==> config.mk <==
export PLATFORM = sky130hd
export DESIGN_NAME = rom_arbiter_flat
export DESIGN_NICKNAME = d
export VERILOG_FILES = /design/src/rtl/rom_arb_pkg.sv /design/src/rtl/rom_arbiter_if.sv /design/src/rtl/rom_arb_rr.sv /design/src/rtl/rom_arbiter.sv /design/src/flat_wrapper.sv
export SDC_FILE = /design/constraint.sdc
export NUM_CORES = 1
export LEC_CHECK = 0
export BUFFER_PORTS_ARGS = -buffer_cell sky130_fd_sc_hd__buf_2
export CORE_MARGIN = 10
export CORE_UTILIZATION = 46
export DETAILED_ROUTE_END_ITERATION = 12
export PLACE_DENSITY = 0.78
export SLEW_MARGIN = 40
export SYNTH_ARGS = -nofsm -noshare
export SYNTH_HDL_FRONTEND = slang
export SYNTH_SLANG_ARGS = --single-unit
==> constraint.sdc <==
create_clock -name clk -period 3.01 [get_ports clk]
set_clock_uncertainty 0.2 [all_clocks]
set_input_delay 0.301 -clock clk [delete_from_list [all_inputs] [get_ports clk]]
set_output_delay 0.301 -clock clk [all_outputs]
set_load 0.01 [all_outputs]
==> src/rtl/rom_arb_pkg.sv <==
// Shared definitions for the two-port ROM arbiter: default geometry,
// burst limit and the ownership state encoding.
package rom_arb_pkg;

  localparam int ROM_ADDR_W    = 13;
  localparam int ROM_DATA_W    = 8;
  localparam int ROM_BURST_MAX = 4;

  // ARB: round-robin between ports; OWNn: port n holds a locked burst.
  typedef enum logic [1:0] {
    ARB  = 2'd0,
    OWN0 = 2'd1,
    OWN1 = 2'd2
  } arb_state_t;

endpackage

==> src/rtl/rom_arbiter_if.sv <==
// Requester-side bundle of the ROM arbiter: two read ports.
//
// Handshake: reqN is level-sensitive and sampled combinationally. gntN is a
// one-cycle pulse in the cycle addrN is issued to the ROM. There is no
// backpressure on the return path: rd_validN pulses exactly one cycle after
// gntN, and rd_dataN holds the returned byte until the next rd_validN.
interface rom_arbiter_if
  import rom_arb_pkg::*;
#(
  parameter int ADDR_W = ROM_ADDR_W,
  parameter int DATA_W = ROM_DATA_W
);

  logic              req0;
  logic              req1;
  logic [ADDR_W-1:0] addr0;
  logic [ADDR_W-1:0] addr1;
  logic              lock0;
  logic              lock1;
  logic              gnt0;
  logic              gnt1;
  logic              rd_valid0;
  logic              rd_valid1;
  logic [DATA_W-1:0] rd_data0;
  logic [DATA_W-1:0] rd_data1;

  modport master (
    output req0, req1, addr0, addr1, lock0, lock1,
    input  gnt0, gnt1, rd_valid0, rd_valid1, rd_data0, rd_data1
  );

  modport slave (
    input  req0, req1, addr0, addr1, lock0, lock1,
    output gnt0, gnt1, rd_valid0, rd_valid1, rd_data0, rd_data1
  );

endinterface

==> src/rtl/rom_arb_rr.sv <==
// Two-way round-robin picker. When both ports request, ptr selects the
// winner; a sole requester always wins. Output is one-hot or zero.
module rom_arb_rr (
  input  logic [1:0] req,
  input  logic       ptr,
  output logic [1:0] gnt
);

  // Pick one requester, favouring the port named by ptr on a tie.
  always_comb begin
    gnt = 2'b00;
    if (req[0] && req[1]) begin
      gnt = ptr ? 2'b10 : 2'b01;
    end else if (req[0]) begin
      gnt = 2'b01;
    end else if (req[1]) begin
      gnt = 2'b10;
    end
  end

endmodule

==> src/rtl/rom_arbiter.sv <==
// Two-port arbiter in front of a shared synchronous ROM. Grants one port per
// cycle (round-robin, or a bounded locked burst), issues its address to the
// ROM combinationally and returns the registered ROM byte one cycle later.
module rom_arbiter
  import rom_arb_pkg::*;
#(
  parameter int ADDR_W    = ROM_ADDR_W,
  parameter int DATA_W    = ROM_DATA_W,
  parameter int BURST_MAX = ROM_BURST_MAX
) (
  input  logic              clk,
  input  logic              reset_n,
  rom_arbiter_if.slave      bus,
  output logic [ADDR_W-1:0] rom_a,
  output logic              rom_ce,
  output logic              rom_oe,
  input  logic [DATA_W-1:0] rom_d,
  output arb_state_t        state_dbg
);

  localparam int              CNT_W   = $clog2(BURST_MAX + 1);
  localparam logic [CNT_W-1:0] CNT_MAX = CNT_W'(BURST_MAX);

  logic              rst_meta;
  logic              run;
  arb_state_t        state;
  arb_state_t        state_nxt;
  logic [CNT_W-1:0]  cnt;
  logic [CNT_W-1:0]  cnt_nxt;
  logic              ptr;
  logic              ptr_nxt;
  logic [1:0]        rr_gnt;
  logic              own_keep;
  logic              gnt0;
  logic              gnt1;
  logic [ADDR_W-1:0] last_a;
  logic              vld0;
  logic              vld1;
  logic [DATA_W-1:0] hold0;
  logic [DATA_W-1:0] hold1;

  // Reset release is synchronized; grants are enabled once run is high.
  always_ff @(posedge clk or negedge reset_n) begin
    if (!reset_n) begin
      rst_meta <= 1'b0;
      run      <= 1'b0;
    end else begin
      rst_meta <= 1'b1;
      run      <= rst_meta;
    end
  end

  rom_arb_rr u_rr (
    .req ({bus.req1, bus.req0}),
    .ptr (ptr),
    .gnt (rr_gnt)
  );

  // Next-state and grant decode: keep a locked owner, otherwise round-robin.
  always_comb begin
    state_nxt = state;
    cnt_nxt   = cnt;
    ptr_nxt   = ptr;
    gnt0      = 1'b0;
    gnt1      = 1'b0;
    own_keep  = 1'b0;

    // Ownership ends when the owner lets go or its burst is spent while
    // the other port is waiting; a spent burst alone does not end it.
    case (state)
      OWN0:    own_keep = bus.req0 && bus.lock0 && !((cnt == CNT_MAX) && bus.req1);
      OWN1:    own_keep = bus.req1 && bus.lock1 && !((cnt == CNT_MAX) && bus.req0);
      default: own_keep = 1'b0;
    endcase

    if (!run) begin
      state_nxt = ARB;
      cnt_nxt   = '0;
    end else if (own_keep) begin
      if (state == OWN0) begin
        gnt0    = 1'b1;
        ptr_nxt = 1'b1;
      end else begin
        gnt1    = 1'b1;
        ptr_nxt = 1'b0;
      end
      if (cnt != CNT_MAX) begin
        cnt_nxt = cnt + 1'b1;
      end
    end else begin
      // Leaving ownership arbitrates in the same cycle, so the waiting
      // port (favoured by ptr) is granted without a bubble.
      gnt0      = rr_gnt[0];
      gnt1      = rr_gnt[1];
      state_nxt = ARB;
      cnt_nxt   = '0;
      if (rr_gnt[0]) begin
        ptr_nxt = 1'b1;
        if (bus.lock0) begin
          state_nxt = OWN0;
          cnt_nxt   = CNT_W'(1);
        end
      end else if (rr_gnt[1]) begin
        ptr_nxt = 1'b0;
        if (bus.lock1) begin
          state_nxt = OWN1;
          cnt_nxt   = CNT_W'(1);
        end
      end
    end
  end

  // Arbitration state, burst count and round-robin pointer.
  always_ff @(posedge clk or negedge reset_n) begin
    if (!reset_n) begin
      state <= ARB;
      cnt   <= '0;
      ptr   <= 1'b0;
    end else begin
      state <= state_nxt;
      cnt   <= cnt_nxt;
      ptr   <= ptr_nxt;
    end
  end

  // ROM address follows the granted port and holds its value otherwise.
  always_comb begin
    rom_a = last_a;
    if (gnt0) begin
      rom_a = bus.addr0;
    end else if (gnt1) begin
      rom_a = bus.addr1;
    end
  end

  // Return path: remember the issued port, capture the byte it gets back.
  always_ff @(posedge clk or negedge reset_n) begin
    if (!reset_n) begin
      last_a <= '0;
      vld0   <= 1'b0;
      vld1   <= 1'b0;
      hold0  <= '0;
      hold1  <= '0;
    end else begin
      last_a <= rom_a;
      vld0   <= gnt0;
      vld1   <= gnt1;
      if (vld0) hold0 <= rom_d;
      if (vld1) hold1 <= rom_d;
    end
  end

  assign rom_ce        = gnt0 | gnt1;
  assign rom_oe        = gnt0 | gnt1;
  assign bus.gnt0      = gnt0;
  assign bus.gnt1      = gnt1;
  assign bus.rd_valid0 = vld0;
  assign bus.rd_valid1 = vld1;
  // ROM output is already registered, so it is forwarded in the valid cycle.
  assign bus.rd_data0  = vld0 ? rom_d : hold0;
  assign bus.rd_data1  = vld1 ? rom_d : hold1;
  assign state_dbg     = state;

endmodule

==> src/flat_wrapper.sv <==
// flat-port wrapper written by rule: the top's interface ports become plain ports
module rom_arbiter_flat import rom_arb_pkg::*;
#(
  parameter int ADDR_W    = ROM_ADDR_W,
  parameter int DATA_W    = ROM_DATA_W,
  parameter int BURST_MAX = ROM_BURST_MAX
)
  (clk, reset_n, rom_a, rom_ce, rom_oe, rom_d, state_dbg, bus_req0, bus_req1, bus_addr0, bus_addr1, bus_lock0, bus_lock1, bus_gnt0, bus_gnt1, bus_rd_valid0, bus_rd_valid1, bus_rd_data0, bus_rd_data1);
  rom_arbiter_if #(.ADDR_W(ADDR_W), .DATA_W(DATA_W)) bus_i ();
  input  logic clk;
  input  logic reset_n;
  output logic [ADDR_W-1:0] rom_a;
  output logic rom_ce;
  output logic rom_oe;
  input  logic [DATA_W-1:0] rom_d;
  output arb_state_t state_dbg;
  input wire logic [$bits(bus_i.req0)-1:0] bus_req0;
  input wire logic [$bits(bus_i.req1)-1:0] bus_req1;
  input wire logic [$bits(bus_i.addr0)-1:0] bus_addr0;
  input wire logic [$bits(bus_i.addr1)-1:0] bus_addr1;
  input wire logic [$bits(bus_i.lock0)-1:0] bus_lock0;
  input wire logic [$bits(bus_i.lock1)-1:0] bus_lock1;
  output wire logic [$bits(bus_i.gnt0)-1:0] bus_gnt0;
  output wire logic [$bits(bus_i.gnt1)-1:0] bus_gnt1;
  output wire logic [$bits(bus_i.rd_valid0)-1:0] bus_rd_valid0;
  output wire logic [$bits(bus_i.rd_valid1)-1:0] bus_rd_valid1;
  output wire logic [$bits(bus_i.rd_data0)-1:0] bus_rd_data0;
  output wire logic [$bits(bus_i.rd_data1)-1:0] bus_rd_data1;
  assign bus_i.req0 = bus_req0;
  assign bus_i.req1 = bus_req1;
  assign bus_i.addr0 = bus_addr0;
  assign bus_i.addr1 = bus_addr1;
  assign bus_i.lock0 = bus_lock0;
  assign bus_i.lock1 = bus_lock1;
  assign bus_gnt0 = bus_i.gnt0;
  assign bus_gnt1 = bus_i.gnt1;
  assign bus_rd_valid0 = bus_i.rd_valid0;
  assign bus_rd_valid1 = bus_i.rd_valid1;
  assign bus_rd_data0 = bus_i.rd_data0;
  assign bus_rd_data1 = bus_i.rd_data1;
  rom_arbiter #(.ADDR_W(ADDR_W), .DATA_W(DATA_W), .BURST_MAX(BURST_MAX)) u_core (.clk(clk), .reset_n(reset_n), .bus(bus_i), .rom_a(rom_a), .rom_ce(rom_ce), .rom_oe(rom_oe), .rom_d(rom_d), .state_dbg(state_dbg));
endmodule
==> Yosys cells after proc, flatten, opt, wreduce, memory -nomap -nowiden <==
Cells that the tools add are included.
{ "totals": {"n_memories": 0, "inputBits": 40, "regBits": 39, "ram_bits": 0, "latch_bits": 0, "mem_bits_ro": 0} }
{ "classes": {"n_div": 0, "n_addsub": 1, "n_reduce_logical": 11, "muxes": 31, "mul": 0, "magnitude_cmp": 0, "eq_ne": 6, "bitwise_logic": 1, "shift": 0} }
{ "ops": {"columns": ["op", "count"], "rows": [
  ["$mux W13", 2],
  ["$mux W2", 9],
  ["$mux W8", 2],
  ["$mux W3", 5],
  ["$mux W1", 12],
  ["$logic_and A1 B1 Y1", 7],
  ["$ne A3 B3 Y1 const B", 2],
  ["$add A3 B1 Y3 const B", 1],
  ["$eq A3 B3 Y1 const B", 1],
  ["$reduce_bool A3 Y1", 1],
  ["$eq A2 B1 Y1 const B", 1],
  ["$eq A2 B2 Y1 const B", 1],
  ["$logic_not A1 Y1", 2],
  ["$ne A2 B2 Y1 const B", 1],
  ["$pmux W1 S2", 1],
  ["$reduce_and A2 Y1", 1],
  ["$or A1 B1 Y1", 1]
]} }

==> Depth between registers and ports, before layout <==
{ "depth": {"word_depth": 9, "ltp_mapped": 9, "depth_no_buf": 7} }

==> By module <==
Synthesis repeated with hierarchy kept, for this count alone.
{ "hier_totals": {"cells_unflattened": 141, "hier_area_um2": 1824.2} }
{ "by_module_without_submodules": {"columns": ["mod", "seq_area_each_um2", "n_inst", "area_per_inst_um2", "cells_each"], "rows": [
  ["rom_arbiter", 975.9, 1, 1805.5, 138],
  ["rom_arb_rr", 0.0, 1, 18.8, 3]
]} }

==> Worst setup path after synthesis <==
No wires, ideal clock.
{ "synth_path": {"kind": "reg2out", "from": "register u_core.state[0] (netlist: u_core.state_dbg[0])", "to": "output port rom_oe", "required_time_ns": 2.509, "stages_incl_launch_ff": 10, "path_slack_ns": 0.530, "n_path_buf": 3, "arrival_ns": 1.979, "cell_sequence": "dfrtp_1 inv_1 ha_1 a41o_1 a21oi_4 o21bai_2 buf_6 buf_12 or2_1 buf_4"} }
{ "synth_between": {"elab_chain_len": 5} }
{ "synth_rtl": {"columns": ["item", "line", "text"], "rows": [
  ["start: declaration", "rom_arbiter.sv:26", "arb_state_t state;"],
  ["start signal: assignment", "rom_arbiter.sv:120", "state <= state_nxt;"],
  ["$eq A2 B2 Y1 or $eq A2 B1 Y1 (tied branches)", "rom_arbiter.sv:70, rom_arbiter.sv:80", null],
  ["$pmux W1 S2 or $mux W1 (tied branches)", "rom_arbiter.sv:70, rom_arbiter.sv:80", null],
  ["$mux W1 *", "rom_arbiter.sv:79", "end else if (own_keep) begin"],
  ["$mux W1 *", "rom_arbiter.sv:76", "if (!run) begin"],
  ["named net bus_gnt1", "flat_wrapper.sv:24", "output wire logic [$bits(bus_i.gnt1)-1:0] bus_gnt1;"],
  ["$or A1 B1 Y1 *", null, null],
  ["end: declaration", "flat_wrapper.sv:14", "output logic rom_oe;"]
]} }
The timed path passes the listed nets; every way through them passes the cells marked *.

==> Worst setup path after layout <==
{ "layout_path": {"from": "register u_core.state[0] (netlist: u_core.state_dbg[0])", "to": "output port rom_a[10]"} }
{ "layout_between": {"elab_chain_len": 6} }
{ "layout_rtl": {"columns": ["item", "line", "text"], "rows": [
  ["$eq A2 B2 Y1 or $eq A2 B1 Y1 (tied branches)", "rom_arbiter.sv:70, rom_arbiter.sv:80", null],
  ["$pmux W1 S2 or $mux W1 (tied branches)", "rom_arbiter.sv:70, rom_arbiter.sv:80", null],
  ["$mux W1", "rom_arbiter.sv:79", null],
  ["$mux W1", "rom_arbiter.sv:76", null],
  ["$mux W13", "rom_arbiter.sv:131", "end else if (gnt1) begin"],
  ["$mux W13 *", "rom_arbiter.sv:129", "if (gnt0) begin"],
  ["end: declaration", "flat_wrapper.sv:12", "output logic [ADDR_W-1:0] rom_a;"]
]} }
Every way passes the cells marked *; elsewhere a longest branch is shown, timed or not.

==> flow_results.xml <==
<?xml version="1.0" encoding="UTF-8"?>
<metrics>
  <group name="status">
    <metric name="status" unit="">finished clean</metric>
  </group>
  <group name="floorplan">
    <metric name="pin_count" unit="">77</metric>
    <metric name="placeableCoreArea" unit="um2">3660</metric>
    <metric name="die-area" unit="um2">6670</metric>
    <metric name="fp.dieW" unit="um">81.6</metric>
    <metric name="die_outline_height" unit="um">81.6</metric>
    <metric name="floorplan.rows" unit="">22</metric>
    <metric name="floorplan.initialDensity" unit="%">47.7</metric>
  </group>
  <group name="finish">
    <metric name="antenna_cells" unit="">0</metric>
    <metric name="design.final.nets" unit="">276</metric>
    <metric name="post_route_cells_drive_above_1_share" unit="%">48.5</metric>
    <metric name="mostFrequentLayoutCell" unit="">buf_2</metric>
    <metric name="mostFrequentLayoutCells" unit="">buf_2 (75), dfrtp_1 (39), nand2_1 (21)</metric>
    <metric name="area_growth" unit="%">32.6</metric>
    <metric name="finish.instance_area" unit="um2">2320</metric>
  </group>
  <group name="sta">
    <metric name="hold_viol" unit="">0</metric>
    <metric name="final_max_slew_viol_count" unit="">0</metric>
    <metric name="final_min_period_over_clock_period" unit="%">97.4</metric>
    <metric name="final_period_minus_worst_setup_slack" unit="ns">2.93</metric>
    <metric name="finalWorstSetupSlack" unit="ns">0.0780</metric>
    <metric name="final.setup.tns" unit="ns">0</metric>
    <metric name="timing.fmax" unit="MHz">341</metric>
    <metric name="setup_viol_count_final" unit="">0</metric>
  </group>
  <group name="clock_network">
    <metric name="clock-sinks" unit="">39</metric>
    <metric name="cts_made_buffers" unit="">5</metric>
    <metric name="tritoncts" unit="">done</metric>
    <metric name="path_clk_slew" unit="ns">0.08</metric>
    <metric name="clock-root-buffer" unit="">clkbuf_8</metric>
    <metric name="clock_latency" unit="ns">0.28</metric>
    <metric name="cts_buffer_depth" unit="">2</metric>
    <metric name="cts-htree-levels" unit="">2</metric>
  </group>
  <group name="drt">
    <metric name="drtIter0Drc" unit="">73</metric>
    <metric name="routed-via-count" unit="">1385</metric>
    <metric name="drt_wl_total" unit="mm">4.24</metric>
    <metric name="drt-vias-per-instance" unit="">4.93</metric>
    <metric name="first_pass_iters" unit="">4</metric>
    <metric name="drt.antenna.violating_nets" unit="">0</metric>
    <metric name="wl_per_cell" unit="um">15.1</metric>
    <metric name="drc_errors" unit="">0</metric>
  </group>
  <group name="logic_synthesis">
    <metric name="yosysWarningCount" unit="">0</metric>
    <metric name="cells_after_synth" unit="">147</metric>
    <metric name="yosys_register_bits" unit="">39</metric>
    <metric name="synth.avg_cell_area" unit="um2">11.9</metric>
    <metric name="yosysUniqueCellTypes" unit="">31</metric>
    <metric name="syn_nets" unit="">191</metric>
    <metric name="synth_seq_area_share" unit="%">55.8</metric>
    <metric name="post_synth_instance_area" unit="um2">1750</metric>
  </group>
  <group name="setup_path">
    <metric name="critical-path-max-stage-delay" unit="ns">0.38</metric>
    <metric name="crit_start" unit="">u_core.state_dbg[0]$_DFFE_PN0P_</metric>
    <metric name="timing.critical_path.fanout_max" unit="">15</metric>
    <metric name="worst_ep_arrival_time" unit="ns">2.43</metric>
    <metric name="critPathSlowestCell" unit="">dfrtp_1</metric>
    <metric name="nature_of_the_critical_path_endpoint" unit="">output pin</metric>
    <metric name="worstPathCellList" unit="">inv_1 -&gt; ha_1 -&gt; a41o_1 -&gt; a21oi_4 -&gt; mux2i_2 -&gt; clkbuf_4 -&gt; nand2_1 -&gt; o21ai_1 -&gt; buf_2</metric>
    <metric name="crit-reg2reg-launch" unit="">u_core.state_dbg[0]$_DFFE_PN0P_</metric>
    <metric name="worstSetupPathType" unit="">reg -&gt; out</metric>
    <metric name="rr_endpoint" unit="">u_core.last_a[12]$_DFF_PN0_</metric>
    <metric name="reg2regPathDepth" unit="">7</metric>
    <metric name="timing.reg2reg.setup_slack" unit="ns">0.72</metric>
    <metric name="crit_path_start_kind" unit="">flop</metric>
    <metric name="timing.critical_path.required" unit="ns">2.51</metric>
    <metric name="timing.critical_path.to" unit="">rom_a[10]</metric>
  </group>
  <group name="flow_run">
    <metric name="drv_cap" unit="">0</metric>
  </group>
  <group name="power">
    <metric name="vdd.ir_drop.worst" unit="mV">0.400</metric>
    <metric name="post-layout-total-power" unit="uW">1360</metric>
    <metric name="cellLeakagePower" unit="uW">0.00112</metric>
    <metric name="power-per-cell-area" unit="nW/um2">587</metric>
  </group>
  <group name="worst_hold_path">
    <metric name="timing.hold.worst.class" unit="">in -&gt; reg</metric>
    <metric name="hold_path.startpoint" unit="">bus_addr0[5]</metric>
  </group>
  <group name="global_routing">
    <metric name="first_pass_grt_wire_length" unit="mm">6.56</metric>
    <metric name="grt.overflow.total" unit="">0</metric>
    <metric name="maximum_number_of_pins_on_one_net_before_global_route_repair" unit="">40</metric>
    <metric name="grt_antenna_before_repair" unit="">0</metric>
    <metric name="gr-usage-all-layers" unit="%">12.2</metric>
    <metric name="number_of_global_route_vias_before_repair" unit="">1435</metric>
  </group>
  <group name="placement">
    <metric name="gp_congestion" unit="">0.900</metric>
    <metric name="place_hpwl" unit="mm">3.11</metric>
    <metric name="setup_ws_pre_cts" unit="ns">0.353</metric>
    <metric name="placement.cell_area" unit="um2">2140</metric>
    <metric name="portBuffers" unit="">76</metric>
  </group>
</metrics>
## critical path: cells and delay by family, from the launching register on
family | cells | cell delay [ns]
flip-flops | 1 | 0.38
AO/OA/AOI/OAI | 3 | 0.57
AND/OR/NAND/NOR | 1 | 0.07
adder cells (fa/ha/maj) | 1 | 0.30
multiplexers | 1 | 0.31
buffers and inverters | 3 | 0.51
## worst min-delay path by stage
stage,end,cells after the start
after floorplan,u_core.bus.rd_valid0$_DFF_PN0_,0
after global placement,u_core.run$_DFF_PN0_,0
after detailed placement,u_core.last_a[0]$_DFF_PN0_,1
after CTS,u_core.last_a[5]$_DFF_PN0_,3
after global routing,u_core.last_a[10]$_DFF_PN0_,3
final,u_core.last_a[5]$_DFF_PN0_,3
## per-stage QoR
stage	instances	hold slack [ns]	utilization, %
detailed placement	264	0.0989	58.5
floorplan	147	-0.195	-
finish	281	0.0493	63.3
CTS	273	0.0389	61.2
global placement	264	0.133	58.3
global route	281	0.0486	63.3
## power by group
| group | internal [uW] | switching, uW |
|---|---|---|
| logic | 176 | 195 |
| clock network | 161 | 178 |
| registers | 618 | 34.0 |
| total | 955 | 407 |
## per-layer routing
| layer | global-route usage [%] | vias up | wire length (um) |
|---|---|---|---|
| li1 | - | 667 | - |
| met1 | 13.3 | 657 | 1670 |
| met2 | 19.4 | 59 | 1970 |
| met3 | 7.31 | 2 | 566 |
| met4 | 4.59 | 0 | 28 |
| met5 | 0 | - | 0 |
## flip-flops by register name, indices dropped and copies added (netlist names)
name and count:
u_core.hold1 8, u_core.run 1, u_core.rst_meta 1, u_core.bus.rd_valid1 1, u_core.state_dbg 2, u_core.last_a 13, u_core.ptr 1, u_core.bus.rd_valid0 1
u_core.hold0 8, u_core.cnt 3
## kinds of logic (layout without fill, tap and decap cells)
logic type / count (synthesis) / in the layout / share of synthesized area, %
DFF: 39 / 39 / 55.8
and+or+nand+nor: 34 / 34 / 8.23
muxes: 30 / 30 / 18.3
AOI/OAI and AO/OA: 24 / 24 / 8.95
buffers and inverters: 14 / 100 / 5.08
adders and majority gates: 4 / 4 / 2.86
other: 1 / 1 / 0.215
xor gates and xnor gates: 1 / 1 / 0.501
## cell usage after synthesis, drive strengths merged
| cell | count | area share, % |
|---|---|---|
| o21a | 1 | 0.43 |
| mux2i | 14 | 8.0 |
| nand2 | 21 | 4.5 |
| a21boi | 1 | 0.43 |
| a211oi | 1 | 0.43 |
| or2 | 1 | 0.36 |
| o21bai | 1 | 0.64 |
| nor3 | 1 | 0.29 |
| buf | 5 | 3.1 |
| mux2 | 16 | 10 |
| nand3b | 1 | 0.43 |
| dfrtp | 39 | 56 |
| conb | 1 | 0.21 |
| nand3 | 3 | 0.86 |
| nor2 | 6 | 1.4 |
| ha | 4 | 2.9 |
| a221oi | 1 | 0.50 |
| a41o | 1 | 0.57 |
| clkbuf | 3 | 0.64 |
| o21ai | 13 | 3.7 |
| nor4 | 1 | 0.36 |
| a21oi | 4 | 1.8 |
| inv | 6 | 1.3 |
| xnor2 | 1 | 0.50 |
| o211ai | 1 | 0.43 |
## timing repair
item	CTS	global route
hold buffers	1	0
buffers inserted	0	7
resized for setup	0	2
endpoints found under the hold margin	39	0
endpoints found under the setup margin	0	15
## final cells by class
class,instances,area (um2)
flip-flops and latches,39,976
multi-input cells,94,694
clock inverters,3,20.0
well taps,48,60.1
inverters,6,22.5
repair buffers,86,477
fillers,311,1340
clock buffers,5,68.8
No activity file was read; power rests on OpenSTA's default activity.
